`src/rtl/combination_lock_ctrl.sv`:
```
// combination_lock_ctrl
//   Supervisory controller for a serial-entry combination lock. Digit strobes
//   are collected into a code word and compared with the stored code. The lock
//   is then sequenced through entry, a timed unlock and a timed penalty
//   lockout. Consecutive wrong codes are counted.
//
//   Optional feature macro: COMBO_LOCK_PROG_EN. When it is defined, the
//   stored code can be reprogrammed while the lock is open, and the prog port
//   exists. When it is undefined, the code is fixed at DEFAULT_CODE.
//
// Ports
//   clk       in   single clock, rising edge
//   rst       in   synchronous active-high reset
//   zero      in   digit-0 strobe (one digit per high cycle)
//   one       in   digit-1 strobe
//   relock    in   forces OPEN back to ENTRY
//   prog      in   arm code programming while OPEN (COMBO_LOCK_PROG_EN only)
//   unlock    out  actuator drive, registered
//   lockout   out  penalty lockout active, registered
//   fail      out  one-cycle pulse per wrong code
//   fail_cnt  out  consecutive-failure count
//
// Strobe semantics: no handshake. Each cycle with exactly one of zero/one
// high is one digit. Both high is an invalid key.
module combination_lock_ctrl #(
  parameter int                CODE_LEN       = 5,
  parameter logic [CODE_LEN-1:0] DEFAULT_CODE = 5'b01011,
  parameter int                MAX_FAILS      = 3,
  parameter int                FAIL_W         = 2,
  parameter int                UNLOCK_CYCLES  = 50,
  parameter int                LOCKOUT_CYCLES = 100
) (
  input  logic              clk,
  input  logic              rst,
  input  logic              zero,
  input  logic              one,
  input  logic              relock,
`ifdef COMBO_LOCK_PROG_EN
  input  logic              prog,
`endif
  output logic              unlock,
  output logic              lockout,
  output logic              fail,
  output logic [FAIL_W-1:0] fail_cnt
);

  localparam int CNT_W   = $clog2(CODE_LEN + 1);
  localparam int TMR_MAX = (UNLOCK_CYCLES > LOCKOUT_CYCLES) ? UNLOCK_CYCLES : LOCKOUT_CYCLES;
  localparam int TMR_W   = $clog2(TMR_MAX + 1);
  // Timers count down to zero. The output is held for one extra cycle while
  // the timer sits at zero, so loading N-1 gives exactly N high cycles.
  localparam logic [TMR_W-1:0] UNLOCK_LOAD  = TMR_W'(UNLOCK_CYCLES - 1);
  localparam logic [TMR_W-1:0] LOCKOUT_LOAD = TMR_W'(LOCKOUT_CYCLES - 1);
  localparam logic [CNT_W-1:0] LAST_DIGIT   = CNT_W'(CODE_LEN - 1);
  localparam logic [FAIL_W-1:0] FAIL_LIMIT  = FAIL_W'(MAX_FAILS);

  typedef enum logic [1:0] {
    ST_ENTRY   = 2'd0,
    ST_OPEN    = 2'd1,
    ST_LOCKOUT = 2'd2
  } state_t;

  state_t              state;
  logic [CNT_W-1:0]    dig_cnt;
  logic [CODE_LEN-2:0] entry_sr;   // earlier digits only; the current digit completes the word
  logic [TMR_W-1:0]    timer;

  logic                key_valid;
  logic                key_bad;
  logic [CODE_LEN-1:0] entry_word;
  logic [FAIL_W-1:0]   fail_inc;
  logic [CODE_LEN-1:0] code;

  assign key_valid  = zero ^ one;
  assign key_bad    = zero & one;
  assign entry_word = {entry_sr, one};
  assign fail_inc   = fail_cnt + 1'b1;

`ifdef COMBO_LOCK_PROG_EN
  logic                armed;
  logic [CNT_W-1:0]    stg_cnt;
  logic [CODE_LEN-2:0] stg_sr;
  logic [CODE_LEN-1:0] code_q;
  logic [CODE_LEN-1:0] stg_word;

  assign stg_word = {stg_sr, one};
  assign code     = code_q;
`else
  assign code     = DEFAULT_CODE;
`endif

  always_ff @(posedge clk) begin
    if (rst) begin
      state    <= ST_ENTRY;
      unlock   <= 1'b0;
      lockout  <= 1'b0;
      fail     <= 1'b0;
      fail_cnt <= '0;
      dig_cnt  <= '0;
      entry_sr <= '0;
      timer    <= '0;
`ifdef COMBO_LOCK_PROG_EN
      armed    <= 1'b0;
      stg_cnt  <= '0;
      stg_sr   <= '0;
      code_q   <= DEFAULT_CODE;
`endif
    end else begin
      fail <= 1'b0;
      case (state)
        ST_ENTRY: begin
          if (key_bad) begin
            dig_cnt <= '0;
          end else if (key_valid) begin
            entry_sr <= entry_word[CODE_LEN-2:0];
            if (dig_cnt == LAST_DIGIT) begin
              dig_cnt <= '0;
              if (entry_word == code) begin
                state    <= ST_OPEN;
                unlock   <= 1'b1;
                timer    <= UNLOCK_LOAD;
                fail_cnt <= '0;
`ifdef COMBO_LOCK_PROG_EN
                armed    <= 1'b0;
`endif
              end else begin
                fail     <= 1'b1;
                fail_cnt <= fail_inc;
                if (fail_inc == FAIL_LIMIT) begin
                  state   <= ST_LOCKOUT;
                  lockout <= 1'b1;
                  timer   <= LOCKOUT_LOAD;
                end
              end
            end else begin
              dig_cnt <= dig_cnt + 1'b1;
            end
          end
        end

        ST_OPEN: begin
          // relock and expiry both leave; either one aborts programming.
          if (relock || (timer == '0)) begin
            state  <= ST_ENTRY;
            unlock <= 1'b0;
`ifdef COMBO_LOCK_PROG_EN
            armed  <= 1'b0;
`endif
          end else begin
            timer <= timer - 1'b1;
`ifdef COMBO_LOCK_PROG_EN
            if (prog) begin
              armed   <= 1'b1;
              stg_cnt <= '0;
            end else if (armed) begin
              if (key_bad) begin
                stg_cnt <= '0;
              end else if (key_valid) begin
                stg_sr <= stg_word[CODE_LEN-2:0];
                if (stg_cnt == LAST_DIGIT) begin
                  code_q  <= stg_word;
                  stg_cnt <= '0;
                  armed   <= 1'b0;
                  state   <= ST_ENTRY;
                  unlock  <= 1'b0;
                end else begin
                  stg_cnt <= stg_cnt + 1'b1;
                end
              end
            end
`endif
          end
        end

        ST_LOCKOUT: begin
          if (timer == '0) begin
            state    <= ST_ENTRY;
            lockout  <= 1'b0;
            fail_cnt <= '0;
            dig_cnt  <= '0;
          end else begin
            timer <= timer - 1'b1;
          end
        end

        default: begin
          state   <= ST_ENTRY;
          unlock  <= 1'b0;
          lockout <= 1'b0;
        end
      endcase
    end
  end

endmodule

```
`config.mk`:
```
export PLATFORM = sky130hd
export DESIGN_NAME = combination_lock_ctrl
export DESIGN_NICKNAME = d
export VERILOG_FILES = /design/src/rtl/combination_lock_ctrl.sv
export SDC_FILE = /design/constraint.sdc
export NUM_CORES = 1
export LEC_CHECK = 0
export CAP_MARGIN = 20
export CELL_PAD_IN_SITES_DETAIL_PLACEMENT = 0
export CELL_PAD_IN_SITES_GLOBAL_PLACEMENT = 1
export CORE_MARGIN = 5
export CORE_UTILIZATION = 46
export DETAILED_ROUTE_END_ITERATION = 16
export PLACE_DENSITY_LB_ADDON = 0.12
export SLEW_MARGIN = 20
export SYNTH_ARGS = -nofsm -noshare
export SYNTH_HDL_FRONTEND = slang
export SYNTH_SLANG_ARGS = --single-unit
```
`constraint.sdc`:
```
create_clock -name clk -period 3.55 [get_ports clk]
set_clock_uncertainty 0.1 [all_clocks]
set_input_delay 1.065 -clock clk [delete_from_list [all_inputs] [get_ports clk]]
set_output_delay 1.065 -clock clk [all_outputs]
set_load 0.005 [all_outputs]
```
==> results of run 1 <==
## where the power goes
part	leakage [nW]	switching, W	internal (W)	total [W]
combinational	0.352	0.0000193	0.0000143	0.0000336
clock	0.0139	0.0000842	0.0000430	0.000127
sequential	0.170	0.00000301	0.000240	0.000243
total	0.535	0.000107	0.000297	0.000403
## worst min-delay path by stage
| stage | start | end | slack (ns) | cells after the start |
|---|---|---|---|---|
| floorplan | entry_sr[1] | entry_sr[1] | 0.34 | 2 |
| global placement | fail_cnt[0] | fail_cnt[0] | 0.36 | 2 |
| detailed placement | entry_sr[1] | entry_sr[1] | 0.36 | 2 |
| CTS | entry_sr[1] | entry_sr[1] | 0.38 | 2 |
| global route | fail_cnt[0] | fail_cnt[0] | 0.41 | 2 |
| finish | entry_sr[1] | entry_sr[1] | 0.38 | 2 |
## state kept, by name, indices dropped and copies added (netlist names)
| name | cells |
|---|---|
| lockout | 1 |
| timer | 7 |
| unlock | 1 |
| fail_cnt | 2 |
| dig_cnt | 3 |
| entry_sr | 4 |
| fail | 1 |
| state | 2 |
## metal layers
layer  wire, µm  up-vias
li1           -      622
met1       1460      569
met2       1480       31
met3        120        6
met4         49        0
met5          0        -
## tightest hold or removal path: cells and delay by family (launching register included)
kind,cells,cell delay (ns)
simple gates,1,0.05
flops,1,0.34
compound gates,1,0.05
## area by class of cell
cell class / instances / area, µm² / area share, %
Clock buffer: 3 / 22.5 / 1.53
Tap cell: 31 / 38.8 / 2.63
Multi-Input combinational cell: 122 / 822 / 55.8
Timing Repair Buffer: 12 / 113 / 7.65
Clock inverter: 1 / 7.51 / 0.510
Sequential cell: 21 / 420 / 28.5
Inverter: 13 / 48.8 / 3.31
## layout by cell type (no fill, tap or decap), drive strengths merged, types with 4 or more instances in the layout
| cell type | instances |
|---|---|
| dfxtp | 21 |
| nand2 | 20 |
| inv | 13 |
| nor2 | 12 |
| ha | 11 |
| a21oi | 10 |
| clkdlybuf4s50 | 9 |
| nand3 | 8 |
| o21ai | 8 |
| nor3 | 6 |
| or4 | 5 |
| o41ai | 4 |
| mux2i | 4 |
## through the flow
step           instance area, µm²  worst slack [ns]
5_1_grt                      1470             0.371
2_1_floorplan                1320             0.789
4_1_cts                      1470             0.502
3_3_place_gp                 1440             0.255
3_5_place_dp                 1440             0.159
6_report                     1470             0.501
## cells by family (layout without fill, tap and decap cells)
| logic type | count (synthesis) | count (layout) |
|---|---|---|
| fa+ha+maj | 11 | 11 |
| compound gates | 42 | 42 |
| flops | 21 | 21 |
| buf+inv | 19 | 29 |
| simple gates | 65 | 65 |
| mux | 4 | 4 |
==> run metrics, run 1 <==
final hold vios 0; nets 189; layout cells sized above 1 a little under a tenth; Post-Synth Simple-Gate Area 25.4%; initial antenna violation count 0; vias in the first global route roughly 1200; Max-cap violations 0; Die H approximately 64 µm; Slew @ Worst Pin roughly 0.42 ns; Adder-Cell Fraction of Synth Area between 10% and 20%; routing usage on met3 under 10%; Routed Wire Length between 3000 and 4000 µm; critical path's slowest cell or4_2; largest net degree at the start of global routing 21; count of cell types in the netlist between 40 and 50; largest family of logic cells by synthesized area simple AND/OR/NAND/NOR gates; # IOs 10; min Tclk post-route between 3 and 4 ns; # diodes 0; Final Wtd Congestion roughly 0.83; worst skew pair latency 0.32 ns; XOR/XNOR share of the synthesized area 0%; global-route wire length before repair 5530 µm; Worst R2R Setup Slack 1.41 ns; fillers 271; Seq/Total Area, Yosys between 30% and 40%; drt pass-1 iters 4; Worst Path Buf+Inv 2; Row Count 19; hold buffers post-CTS 0; DRC viols 0; Compound-Gate Fraction of Synth Area between 20% and 30%; gr usage total around 16%; CTS tree yes; EDFF count, synth 0; clock sinks 21; Finish-stage setup viols 0; total grt overflow 0; cell area power density about 270 nW/µm²; Reg clk slew, reported paths 0.14 ns; r2r startpoint state[0]; area leader, netlist dfxtp_1; Avg Vias per Cell around 6; r2r endpoint timer[1]; Max clock buf depth 2; Inst Count DP 199; biggest cell delay along the critical path approximately 0.7 ns; GRT Max-Usage Layer met2; final period utilization a little under nine tenths; mux share of post-synthesis cell area 3.03%; I/O Buffers 9; Synth top cells by count 21 x dfxtp_1, 20 x nand2_1, 13 x inv_1, 12 x nor2_1, 11 x ha_1; Leak Pwr 0.535 nW; worst setup path start one; Die Area ~4000 µm²; Top FF cell, synth dfxtp_1; Slew HR about 72%; synth top area cells dfxtp_1 32%, ha_1 10%, nand2_1 5.7%, a21oi_1 3.8%, inv_1 3.7%; Post-Synthesis Cells approximately 160; core footprint 2760 µm²; top-count cell post-synth dfxtp_1; end of the critical path timer[1]; Root Driver clkbuf_4; Fin Hold WS between 0.3 and 0.4 ns; total power around 0.00040 W; async set-reset flop share out of synthesis 0%; DRT antenna net count 0; synth warn 0; CP Class input pin to flip-flop; CP delay by family, top simple AND/OR/NAND/NOR gates; maximum VDD drop around 0.21 mV; mapped cell area 1320 µm²; Yosys top cell area share between 30% and 40%; Startpoint Class input pin; status finished clean; CP Capture Type flip-flop; met2 usage 26.0%; setup_tns 0 ns; Seq cells post-synth 21; crit-path cells clkdlybuf4s50_1 > inv_1 > ha_1 > nand4b_1 > and2_1 > or4_2 > o31ai_1; Layout Cells excl Fill 203; Die X between 60 and 70 µm; Worst Path Max Fanout 7; Num CTS Buffers 3; via count about 1200; met1 usage in global routing between 20% and 30%; Slew Limit Fails 0; number of DRC markers in iteration 0 86; unrepaired setup endpoints after global routing false; H-tree depth 1; Syn Area/Cell roughly 8.2 µm²; HPWL after DPL around 2300 µm; Critical Path Stages 7; FF-to-FF path depth 6; Crit path arrival time between 3 and 4 ns; syn_nets approximately 180; total setup buffers inserted after CTS 0; Area Growth Syn to Fin 11.5%; Hold Crit Class flip-flop to flip-flop; WP data required around 3.7 ns; DR WL/cell roughly 15 µm; CTS resizes 0; initial core utilization a little under half; final core utilization 53.4%; Max Freq between 300 and 400 MHz
(Power assumes the default switching activity.)
==> inputs of run 2 (changes only) <==
--- a/config.mk
+++ b/config.mk
@@ -5,11 +5,12 @@
 export SDC_FILE = /design/constraint.sdc
 export NUM_CORES = 1
 export LEC_CHECK = 0
+export ABC_AREA = 1
 export CAP_MARGIN = 20
 export CELL_PAD_IN_SITES_DETAIL_PLACEMENT = 0
 export CELL_PAD_IN_SITES_GLOBAL_PLACEMENT = 1
 export CORE_MARGIN = 5
-export CORE_UTILIZATION = 46
+export CORE_UTILIZATION = 44
 export DETAILED_ROUTE_END_ITERATION = 16
 export PLACE_DENSITY_LB_ADDON = 0.12
 export SLEW_MARGIN = 20
==> run 2 against run 1 <==
  * Cell area rose by 4.3%
  * Hold slack lost 0.022 ns
  * Final cell count grew 28%
  * Critical path depth grew 3
  * Via count up 1.2%
  * Critical path type unchanged
  * Largest cell class unchanged
==> run metrics, run 2 <==
status finished clean; DR WL/cell roughly 11 µm; final hold vios 0; Min-Delay Path Depth 2; gr usage total approximately 15%; Clk pwr share a little under 30%; final core utilization between 50% and 60%; vias in the first global route 1190; maximum VDD drop between 0.15 and 0.2 mV; sequential share of power roughly three fifths; Comb power frac approximately a tenth; # diodes 0; CP Capture Type flip-flop; WP data required about 3.7 ns; Final Wtd Congestion between 0.8 and 0.9; min Tclk post-route 2.67 ns; Crit path top cell by count nand2_1; largest net degree at the start of global routing 22; CP Class input pin to flip-flop; most frequent cells in the layout 46 x nand2_1, 30 x inv_1, 30 x nor2_1, 21 x dfxtp_1, 14 x a21oi_1; biggest cell delay along the critical path around 0.50 ns; Worst Hold Launch lockout; NetSw approximately 0.00011 W; biggest regs timer x7, entry_sr x4, dig_cnt x3; top-count cell post-synth nand2_1; mapped cell area ~1400 µm²; via count roughly 1200; end point of the worst hold path lockout; Seq cells post-synth 21; design area 1540 µm²; async set-reset flop share out of synthesis 0%; Yosys top cell area share 30.4%; Syn Area/Cell between 6 and 7 µm²; Worst Path Max Fanout 5; synth warn 0; Max-cap violations 0; Post-Synthesis Cells between 200 and 250; final period utilization about three quarters; HPWL after DPL 2240 µm; Slew @ Worst Pin around 0.58 ns; Crit path arrival time 2.79 ns; H-tree depth 1; Die X 66.1 µm; Routed Wire Length 2890 µm; Seq/Total Area, Yosys between 30% and 40%; CP delay by family, top buffers and inverters; I/O Buffers 9; Num CTS Buffers 3; # IOs 10; Max Freq ~370 MHz; Root Driver clkbuf_4; r2r endpoint timer[1]; hold buffers post-CTS 0; Worst R2R Setup Slack 1.55 ns; total setup buffers inserted after CTS 0; number of DRC markers in iteration 0 42; Finish-stage setup viols 0; drt pass-1 iters 4; Worst Path Buf+Inv 2; CTS tree yes; cell area power density roughly 270 nW/µm²; Startpoint Class input pin; Inst Count DP roughly 260; Row Count 20; Reg clk slew, reported paths between 0.1 and 0.15 ns; max reg flops 7; Largest Register timer; Max clock buf depth 2; nets approximately 230; Die H around 66 µm; internal power 0.000302 W; Layout Cells excl Fill between 200 and 300; setup_tns 0 ns; fillers 333; syn_nets between 200 and 250; layout cells sized above 1 between 10% and 20%; CTS resizes 0; core footprint 3030 µm²; synth top area cells dfxtp_1 30%, nand2_1 12%, ha_1 9.9%, inv_1 8.1%, nor2_1 8.1%; Die Area around 4400 µm²; Leak Pwr ~0.75 nW; Avg Vias per Cell between 4 and 5; initial antenna violation count 0; Area Growth Syn to Fin 11.0%; Top FF cell, synth dfxtp_1; worst skew pair latency around 0.31 ns; Slew Limit Fails 0; DP Area around 1500 µm²; r2r startpoint state[0]; Hold Crit Class flip-flop to flip-flop; initial core utilization 45.7%; EDFF count, synth 0; global-route wire length before repair 5150 µm; critical path's slowest cell clkdlybuf4s50_1; switch share a little over a quarter; total grt overflow 0; Slew HR 61.1%; unrepaired setup endpoints after global routing false; DRC viols 0; count of cell types in the netlist 24; area leader, netlist dfxtp_1; clock sinks 21; FF-to-FF path depth 10; DRT antenna net count 0; crit-path cells clkdlybuf4s50_1 > inv_1 > ha_1 > nand2_1 > o21ai_4 > nand2_2 > a21oi_1 > nand3_1 > nand2_1 > nor2_1; Synth top cells by count 46 x nand2_1, 30 x inv_1, 30 x nor2_1, 21 x dfxtp_1, 14 x a21oi_1; commonest non-fill, non-tap cell in the layout nand2_1; Critical Path Stages 10
## run 2: changes by cell type after synthesis, sizes merged, moves of 4 or more
cell   change
mux2i      -4
or4        -5
nor3       -4
o21ai      +4
nand3      +8
o41ai      -4
inv       +18
a21oi      +5
nor2      +23
nand2     +33
## run 2: cell type report
type / count / area [µm²] / area share, %
Inverter: 31 / 116 / 7.57
Tap cell: 44 / 55.1 / 3.58
Multi-Input combinational cell: 151 / 827 / 53.8
Timing Repair Buffer: 9 / 90.1 / 5.86
Clock inverter: 1 / 5.00 / 0.326
Clock buffer: 3 / 22.5 / 1.47
Sequential cell: 21 / 420 / 27.4
## run 2: worst max-delay path by stage
stage | startpoint | to | slack [ns]
after global routing | one | timer[1] | 0.73
after detailed placement | one | timer[1] | 0.60
final | one | timer[1] | 0.88
after CTS | one | timer[1] | 0.93
after global placement | one | timer[4] | 0.67
after floorplan | one | timer[4] | 1.30
## run 2: through the flow
step / power, W / hold WS [ns] / worst slack [ns]
floorplan: 0.000285 / 0.337 / 1.30
global placement: 0.000296 / 0.329 / 0.671
detailed placement: 0.000297 / 0.341 / 0.597
CTS: 0.000420 / 0.362 / 0.934
global route: 0.000445 / 0.379 / 0.726
finish: 0.000416 / 0.359 / 0.883
## run 2: cells by family (layout without fill, tap and decap cells)
group,count (synthesis),in the layout,share of synthesized area [%]
adder cells (fa/ha/maj),11,11,9.95
AND/OR/NAND/NOR,112,112,37.9
buffers and inverters,34,44,9.85
AO/OA/AOI/OAI,28,28,11.9
flip-flops,21,21,30.4
## run 2: worst reg2reg max path, delay by kind of cell, from the launching register on
kind	cells	cell delay (ns)
fa+ha+maj	1	0.42
flops	1	0.35
simple gates	6	0.76
buf+inv	3	0.32
## run 2: power by group through the flow
stage          sequential, W  combinational, W  clock, W
2_1_floorplan       0.000252         0.0000330         0
3_3_place_gp        0.000252         0.0000433         0
3_5_place_dp        0.000253         0.0000445         0
4_1_cts             0.000248         0.0000446  0.000128
5_1_grt             0.000249         0.0000515  0.000144
6_report            0.000248         0.0000442  0.000124
## run 2: per-layer routing
layer,wire length [µm],track usage (%),part of all wire (%),up-vias
met5,0,0,0,-
met4,18,4.57,0.62,0
met3,80,2.89,2.8,2
met2,1340,25.8,46,17
met1,1460,19.3,50,553
li1,-,-,-,671
